===== config.mk =====
export PLATFORM = sky130hd
export DESIGN_NAME = uart_pkt_tx
export DESIGN_NICKNAME = d
export VERILOG_FILES = /design/src/rtl/uart_pkt_tx_pkg.sv /design/src/rtl/uart_tx_byte.sv /design/src/rtl/uart_pkt_tx.sv
export SDC_FILE = /design/constraint.sdc
export NUM_CORES = 1
export LEC_CHECK = 0
export CAP_MARGIN = 5
export CELL_PAD_IN_SITES_DETAIL_PLACEMENT = 1
export CELL_PAD_IN_SITES_GLOBAL_PLACEMENT = 1
export CORE_AREA = 4 4 100 102
export DETAILED_ROUTE_END_ITERATION = 8
export DIE_AREA = 0 0 104 106
export PLACE_DENSITY_LB_ADDON = 0.05
export SETUP_SLACK_MARGIN = 0.15
export SYNTH_ARGS = -nofsm -noshare
export SYNTH_HDL_FRONTEND = slang
export SYNTH_SLANG_ARGS = --single-unit

===== constraint.sdc =====
create_clock -name clk -period 2.9 [get_ports clk]
set_input_delay 0.58 -clock clk [delete_from_list [all_inputs] [get_ports clk]]
set_output_delay 0.58 -clock clk [all_outputs]
set_load 0.02 [all_outputs]

===== src/rtl/uart_pkt_tx_pkg.sv =====
// Shared constants and types for the host-bound packet transmitter.
// Latency: n/a (declarations only).
// Backpressure: n/a.
//
// Holds the system clock, the default source count, baud divider and frame
// address base, the frame start byte, and the framing FSM state encoding.
package uart_pkt_tx_pkg;

  localparam int SYS_CLK          = 48_000_000;
  localparam int BAUD_RATE        = 115_200;
  localparam int DEF_N_SRC        = 3;
  // 48 MHz / 115200 = 416.67, rounded to the nearest whole clock count.
  localparam int DEF_CLKS_PER_BIT = 417;
  localparam logic [7:0] DEF_ADDR_BASE = 8'h14;
  localparam logic [7:0] DEF_PREFIX    = 8'hDD;

  typedef enum logic [2:0] {
    ST_IDLE,
    ST_PREFIX,
    ST_ADDR,
    ST_LEN,
    ST_PAYLOAD,
    ST_CRC
  } state_t;

endpackage


===== src/rtl/uart_tx_byte.sv =====
// 8N1 UART byte serializer: start bit, d0..d7 LSB first, stop bit.
// Latency: tx drops to the start bit the cycle after load; done marks the last stop-bit cycle.
// Backpressure: ready low while a byte is on the line; a load in the done cycle chains with no gap.
//
// Ports:
//   clk, rst   rising-edge clock, synchronous active-high reset
//   load, din  accept din when ready or done is high
//   tx         serial line, idles high
//   ready      serializer idle
//   done       one-cycle pulse in the final cycle of the stop bit
module uart_tx_byte
  import uart_pkt_tx_pkg::*;
#(
  parameter int CLKS_PER_BIT = DEF_CLKS_PER_BIT
) (
  input  logic       clk,
  input  logic       rst,
  input  logic       load,
  input  logic [7:0] din,
  output logic       tx,
  output logic       ready,
  output logic       done
);

  localparam int BAUD_W = (CLKS_PER_BIT > 1) ? $clog2(CLKS_PER_BIT) : 1;

  logic [BAUD_W-1:0] baud_cnt;
  logic [3:0]        bit_cnt;
  // Remaining bits after the start bit: d0..d7 then the stop bit in [8].
  logic [8:0]        shreg;
  logic              active;
  logic              last_baud;

  assign last_baud = (baud_cnt == BAUD_W'(CLKS_PER_BIT - 1));
  assign done      = active && last_baud && (bit_cnt == 4'd9);
  assign ready     = !active;

  always_ff @(posedge clk) begin
    if (rst) begin
      tx       <= 1'b1;
      active   <= 1'b0;
      baud_cnt <= '0;
      bit_cnt  <= '0;
      shreg    <= '1;
    end else if (load) begin
      tx       <= 1'b0;
      shreg    <= {1'b1, din};
      bit_cnt  <= '0;
      baud_cnt <= '0;
      active   <= 1'b1;
    end else if (active) begin
      if (last_baud) begin
        baud_cnt <= '0;
        if (bit_cnt == 4'd9) begin
          // Stop bit finished; tx is already high and stays there.
          active <= 1'b0;
        end else begin
          bit_cnt <= bit_cnt + 4'd1;
          tx      <= shreg[0];
          shreg   <= {1'b1, shreg[8:1]};
        end
      end else begin
        baud_cnt <= baud_cnt + BAUD_W'(1);
      end
    end
  end

endmodule


===== src/rtl/uart_pkt_tx.sv =====
// Round-robin arbiter + framer: PREFIX, ADDR_BASE+src, len, payload, XOR CRC, each as 8N1 UART.
// Latency: grant registered 1 cycle after have_msg in IDLE; prefix start bit 1 cycle after grant.
// Backpressure: sources are popped (rdreq) only when the serializer takes their byte.
//
// Ports:
//   clk, rst       rising-edge clock, synchronous active-high reset
//   have_msg_bus   per-source "complete message waiting" flags
//   len_bus        per-source payload length, byte i at [8i+7:8i]
//   data_bus       per-source show-ahead head byte
//   rdreq_bus      per-source one-cycle pop strobe
//   tx             UART line, idles high
//   busy           high from grant until the CRC stop bit ends
module uart_pkt_tx
  import uart_pkt_tx_pkg::*;
#(
  parameter int         N_SRC        = DEF_N_SRC,
  parameter int         CLKS_PER_BIT = DEF_CLKS_PER_BIT,
  parameter logic [7:0] ADDR_BASE    = DEF_ADDR_BASE,
  parameter logic [7:0] PREFIX       = DEF_PREFIX
) (
  input  logic               clk,
  input  logic               rst,
  input  logic [N_SRC-1:0]   have_msg_bus,
  input  logic [8*N_SRC-1:0] len_bus,
  input  logic [8*N_SRC-1:0] data_bus,
  output logic [N_SRC-1:0]   rdreq_bus,
  output logic               tx,
  output logic               busy
);

  localparam int IDX_W = (N_SRC > 1) ? $clog2(N_SRC) : 1;

  state_t           state, state_nxt;
  logic [IDX_W-1:0] idx, idx_nxt;
  logic [IDX_W-1:0] ptr, ptr_nxt;
  logic [7:0]       cnt, cnt_nxt;
  logic [7:0]       crc, crc_nxt;

  logic             ser_load;
  logic [7:0]       ser_din;
  logic             ser_ready;
  logic             ser_done;

  logic [7:0]       len_arr  [N_SRC];
  logic [7:0]       data_arr [N_SRC];
  logic [7:0]       addr_byte;

  logic             any_req;
  logic [IDX_W-1:0] win;
  logic [IDX_W-1:0] cand;
  int               cand_i;

  for (genvar g = 0; g < N_SRC; g++) begin : g_unpack
    assign len_arr[g]  = len_bus[8*g +: 8];
    assign data_arr[g] = data_bus[8*g +: 8];
  end

  assign addr_byte = ADDR_BASE + 8'(idx);
  assign busy      = (state != ST_IDLE);

  // Round-robin: first requesting source at or after ptr, wrapping.
  always_comb begin
    any_req = 1'b0;
    win     = '0;
    cand    = '0;
    cand_i  = 0;
    for (int k = 0; k < N_SRC; k++) begin
      cand_i = int'(ptr) + k;
      if (cand_i >= N_SRC) cand_i = cand_i - N_SRC;
      cand = IDX_W'(cand_i);
      if (!any_req && have_msg_bus[cand]) begin
        any_req = 1'b1;
        win     = cand;
      end
    end
  end

  always_ff @(posedge clk) begin
    if (rst) begin
      state <= ST_IDLE;
      idx   <= '0;
      ptr   <= '0;
      cnt   <= '0;
      crc   <= '0;
    end else begin
      state <= state_nxt;
      idx   <= idx_nxt;
      ptr   <= ptr_nxt;
      cnt   <= cnt_nxt;
      crc   <= crc_nxt;
    end
  end

  // Each byte state waits for the serializer's done and, in that same cycle,
  // loads the following byte so bytes go out back to back. Only the prefix is
  // loaded from an idle serializer, on the first cycle after the grant.
  always_comb begin
    state_nxt = state;
    idx_nxt   = idx;
    ptr_nxt   = ptr;
    cnt_nxt   = cnt;
    crc_nxt   = crc;
    ser_load  = 1'b0;
    ser_din   = '0;
    rdreq_bus = '0;

    case (state)
      ST_IDLE: begin
        if (any_req) begin
          idx_nxt   = win;
          ptr_nxt   = (int'(win) == N_SRC - 1) ? '0 : win + IDX_W'(1);
          cnt_nxt   = len_arr[win];
          crc_nxt   = '0;
          state_nxt = ST_PREFIX;
        end
      end

      ST_PREFIX: begin
        if (ser_ready) begin
          ser_load = 1'b1;
          ser_din  = PREFIX;
        end else if (ser_done) begin
          ser_load  = 1'b1;
          ser_din   = addr_byte;
          crc_nxt   = crc ^ addr_byte;
          state_nxt = ST_ADDR;
        end
      end

      ST_ADDR: begin
        if (ser_done) begin
          // cnt still holds the untouched length here.
          ser_load  = 1'b1;
          ser_din   = cnt;
          crc_nxt   = crc ^ cnt;
          state_nxt = ST_LEN;
        end
      end

      ST_LEN, ST_PAYLOAD: begin
        if (ser_done) begin
          ser_load = 1'b1;
          if (cnt == 8'd0) begin
            ser_din   = crc;
            state_nxt = ST_CRC;
          end else begin
            ser_din         = data_arr[idx];
            rdreq_bus[idx]  = 1'b1;
            crc_nxt         = crc ^ data_arr[idx];
            cnt_nxt         = cnt - 8'd1;
            state_nxt       = ST_PAYLOAD;
          end
        end
      end

      ST_CRC: begin
        if (ser_done) state_nxt = ST_IDLE;
      end

      default: state_nxt = ST_IDLE;
    endcase

    // A reset cycle must not pop a source or start a byte.
    if (rst) begin
      ser_load  = 1'b0;
      rdreq_bus = '0;
    end
  end

  uart_tx_byte #(
    .CLKS_PER_BIT(CLKS_PER_BIT)
  ) u_ser (
    .clk  (clk),
    .rst  (rst),
    .load (ser_load),
    .din  (ser_din),
    .tx   (tx),
    .ready(ser_ready),
    .done (ser_done)
  );

endmodule

# Yosys cells after proc, flatten, opt, wreduce, memory -nomap -nowiden
# Cells that the tools add are included.
# word_totals
out_inout_bits,5
register_bits,46
elab_cells,145
input_bits,53
# classes
bitwise_logic,6
add_sub_neg,10
n_eq_ne,16
reduce_logical,23
magnitude_cmp,10
muxes,70
# ops
op,count
2-to-1 mux 8 bit,21
binary-select mux 8 bit (select 2 bit),2
one-hot mux 8 bit (4 select lines),1
2-to-1 mux 3 bit,10
one-hot mux 8 bit (3 select lines),1
2-to-1 mux 1 bit,19
one-hot mux 8 bit (2 select lines),1
bitwise XOR 8 bit,2
one-hot mux 3 bit (5 select lines),1
2-to-1 mux 2 bit,7
inequality test 2 bit (second input constant),7
< comparator 2 x 3 -> 1 bit (second input constant),4
adder 9 x 1 -> 9 bit (second input constant),1
equality test 9 bit (second input constant),1
2-to-1 mux 9 bit,1
zero test 8 bit,1
subtractor 8 x 1 -> 8 bit (second input constant),1
bitwise XOR 8 x 6 -> 8 bit,1
AND reduction 7 bit,1
adder 5 x 2 -> 6 bit (first input constant),1
binary-select mux 1 bit (select 2 bit),3
equality test 3 x 2 -> 1 bit (second input constant),2
equality test 3 bit (second input constant),2
>= comparator 3 x 2 -> 1 bit (second input constant),2
29 further kinds,42

# Logic depth before layout (Yosys ltp)
# Gate-level depths: netlist (run 1).
# depth
word_depth,17
depth_mapped,10
mapped_depth_nobuf,7

# Cells and area by module
# From an unflattened synthesis (run 1), not the netlist that was laid out.
# hier_totals
cells_unflattened,479
area_unflattened_um2,3748.6
# by_module_without_submodules
mod,cells_per_inst,seq_area_each_um2,area_each_um2,instances
uart_pkt_tx,352,460.4,2646.3,1
uart_tx_byte,127,460.4,1102.3,1

# Worst setup path before layout (run 1)
# No wires, ideal clock.
# synth_timing
path_kind,register to output
from,reg u_ser.baud_cnt[2]
to,out rdreq_bus[0]
stages_incl_launch_ff,7
t_arrival_ns,2.282
n_path_buf,2
slack_ns,0.038
t_required_ns,2.320
cell_sequence,dfxtp_1 > or4b_1 > buf_4 > nor4_4 > buf_6 > nand3_1 > nor4_1
# synth_via
elab_chain_cells,6
# synth_rtl
item,line_no,text
"start, declared",uart_tx_byte.sv:27,logic [BAUD_W-1:0] baud_cnt;
"start signal, assigned",uart_tx_byte.sv:63,baud_cnt <= baud_cnt + BAUD_W'(1);
equality test 9 bit,uart_tx_byte.sv:34,assign last_baud = (baud_cnt == BAUD_W'(CLKS_PER_BIT - 1));
logical AND 1 bit (2 in series),uart_tx_byte.sv:35,assign done = active && last_baud && (bit_cnt == 4'd9);
2-to-1 mux 3 bit,uart_pkt_tx.sv:141,if (ser_done) begin
2-to-1 mux 3 bit,uart_pkt_tx.sv:107,case (state)
2-to-1 mux 3 bit,uart_pkt_tx.sv:164,if (rst) begin
"end, declared",uart_pkt_tx.sv:26,"output logic [N_SRC-1:0] rdreq_bus,"
# Every way passes these cells.

# Worst setup path after layout (run 1)
# layout_timing
from,reg u_ser.baud_cnt[4]
to,out rdreq_bus[2]
# Same word-level chain as after synthesis.

==> impl_metrics.tcl, run 1 <==
set metrics [dict create \
    slowest_stage "or4b_4" \
    drv_slew 0 \
    cts_tree "yes" \
    cts_buffer_depth 2 \
    clk_pin_slew_worst_paths_ns 0.10 \
    port_buffers 57 \
    leakage_nw 1.61 \
    cts_hold_buf 0 \
    whs_endpoint "u_ser.tx$_SDFFE_PP1P_" \
    finalHoldViolations 0 \
    fin_util 0.502 \
    hpwl_um 9070 \
    met3_length_um 347 \
    crit_fanout 3 \
    status "complete, no violations" \
    rrSetupSlack_ns 0.36 \
    num_vias 3720 \
    synth-seq-cells 46 \
    holdCritStartpoint "u_ser.tx$_SDFFE_PP1P_" \
    m1WireLength_um 5380 \
    place_congestion 0.904 \
    max_stage_delay_ns 0.56 \
    holdPathStages 2 \
    rows 35 \
    grt.overflow.total 0 \
    cts.htree.levels 2 \
    highest_layer "met4" \
    arrival_ns 2.21 \
    die_x_um 104 \
    die-area_mm2 0.0110 \
    synth_area_per_cell_um2 8.08 \
    clock_latency_ns 0.31 \
    fin_nets 570 \
    setup_tns_ns 0 \
    rr_startpoint "u_ser.baud_cnt[4]$_SDFFE_PP0P_" \
    ir_drop_mv 0.340 \
    layout_commonest_cell "clkdlybuf4s50_1" \
    track_usage 0.214 \
    wirelength_um 11700 \
    drc 0 \
    synth_cells 442 \
    reg2reg_to "u_ser.shreg[3]$_SDFFE_PP1P_" \
    r2r_cells 6 \
    power.density_mw_per_mm2 743 \
    drtIter0Drc 155 \
    max-cap-violations 0 \
    core_mm2 0.00911 \
    crit_top_cell "and3_4" \
    crit_chain "or4b_4 -> nor4_4 -> and3_4 -> and3_4 -> buf_6" \
    cts.sinks 46 \
    wl_met2_um 5710 \
    yosys_warnings 0 \
    initial_utilization 0.392 \
    skew_ns 0.0182 \
    ctsRootBufferMaster "clkbuf_8" \
    syn_area_mm2 0.00357 \
    grt_start_max_net_pins 24 \
    first_global_vias 3886 \
    synth_edf_count 0 \
    cts_made_buffers 5 \
    synth_cell_type_count 75 \
    critPathRequiredTime_ns 2.32 \
    setup_violations 0 \
    ant_nets 0 \
    slew_headroom 0.588 \
    cp-start-kind "flop" \
    synthToLayoutAreaGrowth_pct 28.0 \
    via_per_inst 5.98 \
    crit_type "flop to output pin" \
    tightest_slew_ns 0.618 \
    fillers 1111 \
    diodes 0 \
    rsz0062_at_grt "true" \
    dr.pass1.iters 4 \
    seq_area_frac_synth 0.258 \
    finalCritPeriodShare 0.961 \
    grt_pass1_wl_um 19600 \
    fin_crit_ns 2.79 \
    die_h_um 106 \
    hold_path_class "flop to flop" \
    layout_common_cells "clkdlybuf4s50_1 (54), dfxtp_1 (45), buf_4 (41)" \
    fmax_mhz 359 \
    syn-num-nets 502 \
    ys.flop_type "dfxtp_1" \
    ios 58 \
    cp-end-kind "output pin" \
    drive_gt1_frac 0.166 \
    wl_per_cell_um 18.8 \
    synthArstFlopShare 0 \
    antenna_found_initial 0 \
]
power by group:
group          internal (mW)  leakage, nW  total, mW  switching [mW]
registers              0.759        0.375      0.935           0.176
logic                  0.841         1.18       1.95            1.11
clock network          0.259       0.0585      0.508           0.250
total                   1.86         1.61       3.40            1.54
sequential cells by signal, summed over array words and instances, names as in the netlist:
register	flops
cnt	8
crc	8
idx	2
ptr	2
state	3
u_ser.active	1
u_ser.baud_cnt	9
u_ser.bit_cnt	4
u_ser.shreg	8
u_ser.tx	1
metrics by stage:
| step | hold slack [ns] | cell area (um^2) | worst slack [ns] | total power [mW] | instances |
|---|---|---|---|---|---|
| after floorplan | 0.435 | 3570 | 0.0378 | 2.19 | 442 |
| after global placement | 0.453 | 4410 | 0.0297 | 2.82 | 612 |
| after detailed placement | 0.467 | 4410 | 0.0217 | 2.86 | 612 |
| after CTS | 0.481 | 4520 | 0.165 | 3.38 | 621 |
| after global routing | 0.519 | 4570 | 0.0730 | 3.66 | 622 |
| final | 0.476 | 4570 | 0.113 | 3.40 | 622 |
repair_timing:
item,in CTS,in global routing
endpoints found under the setup margin,3,3
pin swaps,1,3
buffers inserted,1,1
gates resized for setup,14,13
synthesized netlist by cell type, types with 4 or more instances:
library cell / n / area share
nand4_1: 5 / 0.0088
nand2b_1: 9 / 0.016
nand3b_1: 5 / 0.011
buf_1: 5 / 0.0053
o221ai_1: 6 / 0.015
dfxtp_1: 46 / 0.26
ha_1: 7 / 0.025
mux2_2: 9 / 0.028
o32ai_1: 4 / 0.0098
xor2_1: 8 / 0.020
a21oi_1: 23 / 0.032
a32o_1: 7 / 0.020
clkbuf_1: 24 / 0.025
nand2_1: 36 / 0.038
nor4_1: 7 / 0.012
a22oi_1: 4 / 0.0084
inv_1: 18 / 0.019
nor3_1: 9 / 0.013
o2bb2ai_1: 4 / 0.0098
o32a_1: 5 / 0.014
nor4bb_1: 5 / 0.014
xnor2_1: 6 / 0.015
or3_1: 5 / 0.0088
a211oi_1: 12 / 0.025
nor2b_1: 9 / 0.016
o21ai_0: 17 / 0.024
and3_1: 8 / 0.014
mux2i_1: 15 / 0.042
or2_2: 4 / 0.0070
nand3_1: 12 / 0.017
o211ai_1: 5 / 0.011
nor2_1: 31 / 0.033
final cells by class:
type | instances | area (um^2) | share of cell area
Multi-Input combinational cell | 343 | 2470 | 0.540
Sequential cell | 46 | 922 | 0.202
Timing Repair Buffer | 96 | 860 | 0.188
Tap cell | 111 | 139 | 0.0304
Clock buffer | 5 | 68.8 | 0.0151
Inverter | 18 | 67.6 | 0.0148
Clock inverter | 3 | 43.8 | 0.00958
metal layers:
layer	track usage	vias to the layer above
li1	-	1811
met2	0.381	79
met3	0.0261	22
met5	0	-
met1	0.272	1808
met4	0.0608	0
worst max-delay path, delay by kind of cell, from the launching register on:
kind / cells / cell delay (ns)
AND/OR/NAND/NOR: 4 / 1.46
flip-flops: 1 / 0.33
buffers and inverters: 1 / 0.11
worst max-delay path by stage:
| stage | startpoint | end | slack (ns) | cells after the start |
|---|---|---|---|---|
| 2_1_floorplan | u_ser.baud_cnt[2]$_SDFFE_PP0P_ | rdreq_bus[0] | 0.04 | 6 |
| 3_3_place_gp | u_ser.baud_cnt[2]$_SDFFE_PP0P_ | rdreq_bus[0] | 0.03 | 5 |
| 3_5_place_dp | u_ser.baud_cnt[2]$_SDFFE_PP0P_ | rdreq_bus[1] | 0.02 | 5 |
| 4_1_cts | cnt[1]$_SDFFE_PP0P_ | rdreq_bus[2] | 0.16 | 7 |
| 5_1_grt | u_ser.baud_cnt[4]$_SDFFE_PP0P_ | rdreq_bus[1] | 0.07 | 5 |
| 6_report | u_ser.baud_cnt[4]$_SDFFE_PP0P_ | rdreq_bus[2] | 0.11 | 5 |
logic make-up after synthesis:
family	Yosys count	share of synthesized area
xor gates and xnor gates	14	0.0344
DFF	46	0.258
buffers and inverters	53	0.0610
muxes	25	0.0747
adders and majority gates	7	0.0245
AOI/OAI and AO/OA	132	0.283
and+or+nand+nor	165	0.265
No activity file was read; power rests on OpenSTA's default activity.
==> run 2: changes to the inputs <==
==> constraint.sdc (replaced) <==
create_clock -name clk -period 2.9 [get_ports clk]
set_input_delay 0.58 -clock clk [delete_from_list [all_inputs] [get_ports clk]]
set_output_delay 0.58 -clock clk [all_outputs]
set_load 0.005 [all_outputs]
==> run 2 against run 1 <==
Compared with the run above: sequential share of layout area rose by 0.21 points; worst hold slack gained 0.0038 ns; non-clock buffer count is 4 lower; total power down 1.5%; utilization fell by 0.45 points; combinational power decreased by 3%.
==> impl_metrics.tcl, run 2 (synthesis results as in run 1) <==
set metrics [dict create \
    status "complete, no violations" \
    layout_commonest_cell "clkdlybuf4s50_1" \
    diodes 0 \
    hold_path_class "flop to flop" \
    finalInstanceArea_mm2 0.00453 \
    max-cap-violations 0 \
    grtUsageMet3 0.0310 \
    top_register "u_ser.baud_cnt" \
    first_global_vias 3912 \
    fmax_mhz 376 \
    rows 35 \
    finalHoldViolations 0 \
    grt_start_max_net_pins 25 \
    hpwl_um 9090 \
    r2r_cells 9 \
    cts.htree.levels 2 \
    cts.sinks 46 \
    antenna_found_initial 0 \
    fin_nets 566 \
    crit_fanout 4 \
    placed_cell_area_mm2 0.00437 \
    ant_nets 0 \
    leakage_nw 1.60 \
    die_h_um 106 \
    fin_crit_ns 2.66 \
    core_mm2 0.00911 \
    cp-end-kind "output pin" \
    wl_per_cell_um 19.1 \
    crit_start "u_ser.baud_cnt[0]$_SDFFE_PP0P_" \
    tightest_slew_ns 0.663 \
    cts_tree "yes" \
    critPathRequiredTime_ns 2.32 \
    via_per_inst 6.00 \
    track_usage 0.216 \
    dr.pass1.iters 5 \
    cts_buffer_depth 2 \
    fillers 1113 \
    drive_gt1_frac 0.158 \
    slew_headroom 0.554 \
    cts_made_buffers 5 \
    crit_path_end "rdreq_bus[1]" \
    grtUsageMet2 0.383 \
    cp-start-kind "flop" \
    use_met1 0.271 \
    place_inst 607 \
    num_vias 3700 \
    arrival_ns 2.08 \
    grt-busiest-layer "met2" \
    place_congestion 0.872 \
    largest_reg_flops 9 \
    crit_type "flop to output pin" \
    reg2reg_to "crc[4]$_SDFFE_PP0P_" \
    post-place-ws_ns 0.0860 \
    rrSetupSlack_ns 0.47 \
    grt.overflow.total 0 \
    rsz0062_at_grt "true" \
    p_total_mw 3.35 \
    initial_utilization 0.392 \
    synthToLayoutAreaGrowth_pct 26.9 \
    port_buffers 57 \
    power.density_mw_per_mm2 739 \
    ios 58 \
    setup_violations 0 \
    ir_drop_mv 0.297 \
    die_x_um 104 \
    instances_no_fill 617 \
    wirelength_um 11800 \
    grt_pass1_wl_um 19800 \
    rr_startpoint "u_ser.baud_cnt[0]$_SDFFE_PP0P_" \
    die-area_mm2 0.0110 \
    register_area_um2 923 \
    drtIter0Drc 172 \
    drc 0 \
    clk_pin_slew_worst_paths_ns 0.10 \
    multi_input_area_mm2 0.00246 \
    finalCritPeriodShare 0.918 \
    skew_ns 0.0125 \
    setup_ws_ns 0.237 \
    ctsRootBufferMaster "clkbuf_8" \
    setup_tns_ns 0 \
    clock_latency_ns 0.31 \
    drv_slew 0 \
    layout_common_cells "clkdlybuf4s50_1 (54), dfxtp_1 (44), nand2_1 (35), buf_4 (35), nor2_1 (31)" \
]
## run 2: changes by cell type in the layout (fill, tap and decap cells not counted), sizes merged
cell         before  now
clkinv            1    0
dlygate4sd2       0    1
clkbuf            5    8
inv              19   18
buf              42   35
## run 2: worst max-delay path, cell delays in order (launching register included)
cell,delay (ns)
dfxtp_2,0.35
inv_1,0.06
ha_2,0.18
nand4b_1,0.19
nor4_4,0.28
buf_4,0.17
nand3_2,0.12
nor4_2,0.17
dlygate4sd2_1,0.27
## run 2: layout make-up
cell class	count	share of cell area
clock inverter	1	0.00663
tap	111	0.0307
sequential	46	0.204
timing repair buffer	92	0.181
inverter	18	0.0149
clock buffer	6	0.0182
multi-input combinational	343	0.544
## run 2: worst min path at each step
stage	start	endpoint	cells past startpoint
floorplan	u_ser.shreg[0]$_SDFFE_PP1P_	u_ser.tx$_SDFFE_PP1P_	2
global placement	u_ser.shreg[0]$_SDFFE_PP1P_	u_ser.tx$_SDFFE_PP1P_	2
detailed placement	u_ser.tx$_SDFFE_PP1P_	u_ser.tx$_SDFFE_PP1P_	2
CTS	u_ser.tx$_SDFFE_PP1P_	u_ser.tx$_SDFFE_PP1P_	2
global route	ptr[0]$_SDFFE_PP0P_	ptr[0]$_SDFFE_PP0P_	2
finish	u_ser.tx$_SDFFE_PP1P_	u_ser.tx$_SDFFE_PP1P_	2
## run 2: power breakdown
part           leakage [nW]  switching, mW  total [mW]  internal [mW]
clock network        0.0573          0.228       0.504          0.276
logic                  1.16           1.08        1.90          0.815
registers             0.376          0.186       0.946          0.760
total                  1.60           1.50        3.35           1.85
## run 2: stage by stage
| stage | util | hold WS [ns] |
|---|---|---|
| floorplan | - | 0.435 |
| global placement | 0.480 | 0.453 |
| detailed placement | 0.480 | 0.469 |
| CTS | 0.496 | 0.483 |
| global route | 0.497 | 0.518 |
| finish | 0.497 | 0.480 |
## run 2: layer usage
metal	wire [um]	share of wire
met4	215	0.018
met3	518	0.044
met1	5200	0.44
met5	0	0
met2	5840	0.50
## run 2: what timing repair did
action / in CTS / in global routing
gates resized for setup: 9 / 8
pin swaps: 1 / 0
setup buffers: 3 / 0
endpoints found under the hold margin: 0 / 0
endpoints found under the setup margin: 3 / 3
hold buffers: 0 / 0
==> run 3: changes to the inputs <==
--- a/config.mk
+++ b/config.mk
@@ -5,6 +5,7 @@
 export SDC_FILE = /design/constraint.sdc
 export NUM_CORES = 1
 export LEC_CHECK = 0
+export ABC_CLOCK_PERIOD_IN_PS = 2900
 export CAP_MARGIN = 5
 export CELL_PAD_IN_SITES_DETAIL_PLACEMENT = 1
 export CELL_PAD_IN_SITES_GLOBAL_PLACEMENT = 1
==> results of run 3 <==
No change in the layout: final DEF, timing and power equal those of run 2.
